==> config.mk <==
export PLATFORM = sky130hd
export DESIGN_NAME = next_pc_sequencer
export DESIGN_NICKNAME = d
export VERILOG_FILES = /design/src/rtl/next_pc_sequencer.sv
export SDC_FILE = /design/constraint.sdc
export NUM_CORES = 1
export LEC_CHECK = 0
export BUFFER_PORTS_ARGS = -buffer_cell sky130_fd_sc_hd__buf_4
export CAP_MARGIN = 15
export CORE_ASPECT_RATIO = 2
export CORE_MARGIN = 1.5
export CORE_UTILIZATION = 30
export DETAILED_ROUTE_END_ITERATION = 10
export GPL_TIMING_DRIVEN = 0
export HOLD_SLACK_MARGIN = 0.05
export PLACE_DENSITY = 0.52
export REMOVE_ABC_BUFFERS = 1
export SETUP_SLACK_MARGIN = 0.15
export SYNTH_ARGS = -nofsm -noshare
export SYNTH_HDL_FRONTEND = slang
export SYNTH_SLANG_ARGS = --single-unit
==> constraint.sdc <==
create_clock -name clk -period 4.4 [get_ports clk]
set_input_delay 1.32 -clock clk [delete_from_list [all_inputs] [get_ports clk]]
set_output_delay 1.32 -clock clk [all_outputs]
set_load 0.02 [all_outputs]
==> src/rtl/next_pc_sequencer.sv <==
// next_pc_sequencer
//   Multicycle next-PC controller for the RV32I core. Owns the PC register and
//   performs sequential advance, JAL / taken-branch (PC-relative) and JALR
//   (register-relative) redirects through a RESOLVE -> REDIRECT sequence that
//   emits a flush and, for jumps, a link-register write request. A misaligned
//   target parks the sequencer in TRAP until reset.
//
// Ports
//   clk            in   rising-edge clock
//   reset          in   asynchronous active-high reset
//   instr_valid_i  in   decoded instruction present (single-cycle pulse)
//   jal_i          in   instruction is JAL
//   jalr_i         in   instruction is JALR
//   branch_i       in   instruction is a conditional branch
//   branch_taken_i in   comparator result, valid with branch_i
//   imm_i          in   sign-extended immediate
//   rs1_data_i     in   rs1 operand for JALR
//   stall_i        in   hazard stall; freezes FETCH and RESOLVE
//   pc_o           out  current PC (registered)
//   pc_update_o    out  pulse on the first cycle pc_o shows a new value
//   flush_o        out  pulse, discard fetched/decoded instruction
//   link_we_o      out  pulse, write link_o to rd (JAL/JALR only)
//   link_o         out  return address (PC of jump + 4)
//   busy_o         out  high whenever not in FETCH
//   misalign_o     out  sticky misaligned-target error
module next_pc_sequencer #(
  parameter int unsigned    NBits    = 32,
  parameter logic [NBits-1:0] RESET_PC = 32'h0040_0000
) (
  input  logic             clk,
  input  logic             reset,
  input  logic             instr_valid_i,
  input  logic             jal_i,
  input  logic             jalr_i,
  input  logic             branch_i,
  input  logic             branch_taken_i,
  input  logic [NBits-1:0] imm_i,
  input  logic [NBits-1:0] rs1_data_i,
  input  logic             stall_i,
  output logic [NBits-1:0] pc_o,
  output logic             pc_update_o,
  output logic             flush_o,
  output logic             link_we_o,
  output logic [NBits-1:0] link_o,
  output logic             busy_o,
  output logic             misalign_o
);

  typedef enum logic [1:0] {
    FETCH    = 2'd0,
    RESOLVE  = 2'd1,
    REDIRECT = 2'd2,
    TRAP     = 2'd3
  } state_t;

  state_t           state_q, state_d;
  logic [NBits-1:0] pc_q, pc_d;
  logic [NBits-1:0] link_q, link_d;
  logic [NBits-1:0] target_q, target_d;
  logic             is_link_q, is_link_d;
  logic             pc_update_q, pc_update_d;

  logic [NBits-1:0] pc_plus4;
  logic [NBits-1:0] pc_rel_tgt;
  logic [NBits-1:0] jalr_sum;
  logic [NBits-1:0] jalr_tgt;

  assign pc_plus4   = pc_q + NBits'(4);
  assign pc_rel_tgt = pc_q + imm_i;
  assign jalr_sum   = rs1_data_i + imm_i;
  assign jalr_tgt   = {jalr_sum[NBits-1:1], 1'b0};

  always_comb begin
    state_d     = state_q;
    pc_d        = pc_q;
    link_d      = link_q;
    target_d    = target_q;
    is_link_d   = is_link_q;
    pc_update_d = 1'b0;

    unique case (state_q)
      FETCH: begin
        if (!stall_i && instr_valid_i) begin
          if (jalr_i || jal_i || (branch_i && branch_taken_i)) begin
            // Priority jalr > jal > branch.
            target_d  = jalr_i ? jalr_tgt : pc_rel_tgt;
            is_link_d = jalr_i || jal_i;
            link_d    = pc_plus4;
            state_d   = RESOLVE;
          end else begin
            pc_d        = pc_plus4;
            pc_update_d = 1'b1;
          end
        end
      end
      RESOLVE: begin
        if (!stall_i) begin
          if (target_q[1:0] != 2'b00) begin
            state_d = TRAP;
          end else begin
            pc_d        = target_q;
            pc_update_d = 1'b1;
            state_d     = REDIRECT;
          end
        end
      end
      REDIRECT: state_d = FETCH;
      TRAP:     state_d = TRAP;
      default:  state_d = FETCH;
    endcase
  end

  always_ff @(posedge clk or posedge reset) begin
    if (reset) begin
      state_q     <= FETCH;
      pc_q        <= RESET_PC;
      link_q      <= '0;
      target_q    <= '0;
      is_link_q   <= 1'b0;
      pc_update_q <= 1'b0;
    end else begin
      state_q     <= state_d;
      pc_q        <= pc_d;
      link_q      <= link_d;
      target_q    <= target_d;
      is_link_q   <= is_link_d;
      pc_update_q <= pc_update_d;
    end
  end

  // Pulses are derived from registered state so they line up with pc_o.
  assign pc_o        = pc_q;
  assign link_o      = link_q;
  assign pc_update_o = pc_update_q;
  assign flush_o     = (state_q == REDIRECT);
  assign link_we_o   = (state_q == REDIRECT) && is_link_q;
  assign busy_o      = (state_q != FETCH);
  assign misalign_o  = (state_q == TRAP);

endmodule

### Yosys cells after proc, flatten, opt, wreduce, memory -nomap -nowiden

Index checks and enable logic that the tools add are counted.

| word-level totals | value |
|---|---|
| bits of input ports | 72 |
| register bits | 100 |
| word-level logic and storage cells | 46 |

| cells by class | value |
|---|---|
| add/subtract/negate cells | 3 |
| reductions and logical operators | 13 |
| equality and inequality tests | 8 |
| multiplexer cells | 16 |

Operator list:

| operator | number |
|---|---|
| 32-bit 2-to-1 mux | 5 |
| 32-bit adder | 2 |
| 32-bit case mux with 2 select lines | 1 |
| 32-bit by 3-bit adder with 32-bit output (second input constant) | 1 |
| 2-bit != test (second input constant) | 5 |
| 2-bit case mux with 4 select lines | 1 |
| 2-bit 2-to-1 mux | 3 |
| 3-bit AND reduction | 2 |
| 2-bit nonzero test | 3 |
| 1-bit 2-to-1 mux | 5 |
| 5-bit AND reduction | 1 |
| 2-bit == test (second input constant) | 2 |
| 1-bit logical AND | 3 |
| 2-bit by 1-bit == test with 1-bit output (second input constant) | 1 |
| 2-bit logical NOT | 1 |
| 1-bit logical OR | 2 |
| 1-bit case mux with 2 select lines | 1 |
| 1-bit logical NOT | 1 |

### Logic depth before layout (Yosys ltp)

| logic depth | value |
|---|---|
| depth in word-level cells | 5 |
| gate-level depth with buffers | 11 |
| gate-level depth less buffers | 11 |

### Worst setup path before layout

No wires, ideal clock.

| timing | value |
|---|---|
| path kind | in2reg |
| start point | input imm_i[0] |
| end point | register target_q[30] |
| buffers on the path | 0 |
| setup time | 0.124 ns |
| slack | 0.778 ns |
| arrival time | 3.499 ns |
| required time | 4.276 ns |
| stages on the path | 11 |
| cells stage by stage | ha_1 -> fa_1 -> a21o_1 -> a31o_1 -> a31oi_4 -> o211ai_2 -> a41oi_4 -> nor2_2 -> a211oi_2 -> xnor2_1 -> o31a_1 |

| on the way | value |
|---|---|
| cells in the longest elaborated chain, start to end | 2 |
| elaborated cells on any way between the ends | 3 |
| classes of those cells | add/sub (2); mux (1) |

Ends and longest elaborated chain:

| item | line | source |
|---|---|---|
| from (decl) | 37 | `input logic [NBits-1:0] imm_i,` |
| 32-bit adder (on tied branches) | 69, 70 |  |
| 32-bit 2-to-1 mux (*) | 86 | `target_d = jalr_i ? jalr_tgt : pc_rel_tgt;` |
| to (signal assigned) | 125 | `target_q <= target_d;` |
| to (decl) | 59 | `logic [NBits-1:0] target_q, target_d;` |

Mark *: on every way between the ends. The rest lies on a longest branch, timed or not.
A chain may end at the register's enable or synchronous reset.

### Final worst setup path

| timing | value |
|---|---|
| start point | input imm_i[2] |
| end point | register target_q[30] |

Same word-level chain as after synthesis.

==> impl_metrics.toml <==
[final_layout]
final_cells = 1472
nets = 1255
area_delta_synth_final_pct = 21.5
drive_gt1_frac = 0.181
final_cell_mix = "buf_4, nand2_1, a21oi_1, dfrtp_1, o21ai_0"
utilization = 0.370
final_area_um2 = 9930
n_antenna_cell = 0
final_common_cell = "buf_4"

[flow_run]
drv_cap = 0

[floorplan]
core_um2 = 26800
die_w_um = 120
rows = 85
die_area_um2 = 28300
num_io_pins = 141
fp.dieH_um = 236
start_util = 0.305

[synth]
syn_area_per_cell_um2 = 8.15
ys_ff_latch = 100
synth_cells = 1002
synth-edff-count = 0
synthFlopType = "dfrtp_1"
yosys.cell_types.count = 79
synth_async_sr_flop_share = 1.00
syn_area_um2 = 8170
seq_area_frac_synth = 0.307
yosys_warnings = 0

[timing]
rsz0062_at_grt = "yes"
maxSlewHeadroom = 0.461
setup_viol = 0
drv_slew = 0
clock_skew_ns = 0.0116
hold_viol = 0
finalCriticalPeriod_ns = 4.13
fmax_ghz = 0.242
finalSetupTns_ns = 0
max_slew.worst_pin.slew_ns = 0.804
finalWorstSetupSlack_ns = 0.270
period_share = 0.939

[worst_setup_path]
worst_ep_arrival_time_ns = 4.37
critical_path_class = "input port to register"
critPathCaptureType = "register"
worstPathMaxFanout = 4
crit_required_ns = 4.64
reg2reg_setup_slack_ns = 1.08
cp-start-kind = "input port"

[place]
dp.cells = 1454
post-place-ws_ns = -1.05
postPlaceCellArea_um2 = 9580
dpl.hpwl_um = 22600
place.gp.congestion = 0.860
portBuffers = 140

[routing]
wirelength_um = 28600
drc = 0
avgRoutedWirePerCell_um = 19.5
vias = 7875
drt-vias-per-instance = 5.35
drt_iter0_drc = 426
ant_nets = 0
firstDrtPassIters = 6

[global_route]
grt_pass1_wl_um = 43400
grt_max_degree = 63
antenna_found_initial = 0
globalRoute.totalOverflow = 0
grt_pass1_vias = 7813
grtUsageTotal = 0.201

[cts]
cts_root_buffer = "clkbuf_16"
cts_tree = "yes"
htree_num_levels = 3
numCtsBuffers = 9
clock_sinks = 100
cts.path.max_buffers = 2
clock_latency_ns = 0.35
cts.reportedPaths.clkPinSlew_ns = 0.07

[power_and_ir_drop]
p_per_area_nw_per_um2 = 543
ir_worst_vdd_uv = 202
power.leakage_nw = 4.39

[outcome]
outcome = "finished, final reports clean"

[worst_hold_path]
hp-class = "register to register"
==> area by class of cell <==
class                           count  area (µm²)
Inverter                           21        86.3
Clock inverter                      4        53.8
Clock buffer                       12         267
Sequential cell                   100        2500
Tap cell                          348         435
Multi-Input combinational cell    837        5370
Fill cell                        2870       16900
Timing Repair Buffer              150        1210
==> routing by layer <==
layer | track usage | vias up | share of wire
met5 | 0 | - | 0
met4 | 0.113 | 0 | 0.054
met3 | 0.0172 | 68 | 0.029
met2 | 0.399 | 183 | 0.56
met1 | 0.199 | 3739 | 0.36
li1 | - | 3885 | -
==> synth_stat cells (3+ instances only) <==
cell,n,area (µm²)
a31oi_1,12,75.1
and3_2,3,22.5
xnor2_1,46,403
nand2b_1,4,25.0
buf_4,3,22.5
and4_1,7,61.3
o21bai_1,9,67.6
and3_1,12,75.1
o21ai_0,95,475
clkbuf_1,24,90.1
nor4_1,4,25.0
or3_1,7,43.8
o211ai_1,10,75.1
buf_2,9,45.0
nand2_1,124,465
nor2b_1,7,43.8
a21oi_1,112,561
mux2i_1,11,110
a211o_1,4,35.0
a21o_1,17,128
nor2_1,84,315
nand3_1,32,160
nor3_1,20,100
o22ai_1,26,163
and2_1,6,37.5
a22oi_1,5,37.5
a211oi_1,8,60.1
xor2_1,33,289
inv_1,20,75.1
o21a_1,8,60.1
or4_1,3,22.5
o21ai_1,3,15.0
ha_1,62,776
buf_6,4,45.0
nand4_1,13,81.3
dfrtp_1,99,2480
==> path summary, 6_finish.rpt <==
kind / from / endpoint / cells after the start
worst min-delay path: link_o[25]$_DFFE_PP0P_ / link_o[25]$_DFFE_PP0P_ / 2
worst max-delay path: imm_i[2] / target_q[30]$_DFFE_PP0P_ / 12
min in group asynchronous: reset / pc_update_o$_DFF_PP0_ / 2
worst min register to register: link_o[25]$_DFFE_PP0P_ / link_o[25]$_DFFE_PP0P_ / 2
worst max register to register: state_q[0]$_DFFE_PP0P_ / target_q[31]$_DFFE_PP0P_ / 9
max in group asynchronous: reset / pc_o[22]$_DFFE_PP1P_ / 3
==> registers in the layout, indices dropped and copies added (netlist names) <==
signal	cells
link_o	32
pc_o	32
target_q	32
state_q	2
is_link_q	1
pc_update_o	1
==> timing repair <==
action	in CTS	in global routing
hold buffers	0	0
buffers inserted	0	2
hold endpoints to repair	0	0
pin swaps	0	1
gates resized for setup	3	3
endpoints found under the setup margin	22	14
==> worst max-delay path, cell delays in order <==
cell and delay (ns):
buf_4 0.12, ha_1 0.35, a21oi_1 0.14, o211ai_1 0.59, nand4_1 0.27, a31oi_1 0.55
a211oi_2 0.22, buf_4 0.18, o31ai_2 0.24, xnor2_1 0.16, a31oi_1 0.10, o31a_1 0.13
==> kinds of logic after synthesis <==
kind of cell,after synthesis,synth area share
adder cells (fa/ha/maj),64,0.0999
AND/OR/NAND/NOR,345,0.205
multiplexers,12,0.0149
XOR/XNOR,79,0.0847
buffers and inverters,65,0.0374
AO/OA/AOI/OAI,337,0.251
flip-flops,100,0.307
==> report_power, final <==
part           internal [W]  switching [W]
clock              0.000490       0.000367
combinational       0.00116        0.00166
sequential          0.00128       0.000432
total               0.00293        0.00246
==> through the flow <==
| step | total power [W] | hold WS [ns] |
|---|---|---|
| floorplan | 0.00341 | 0.445 |
| global placement | 0.00447 | 0.464 |
| detailed placement | 0.00456 | 0.472 |
| CTS | 0.00544 | 0.489 |
| global route | 0.00578 | 0.507 |
| finish | 0.00539 | 0.482 |
No activity file was read; power rests on OpenSTA's default activity.
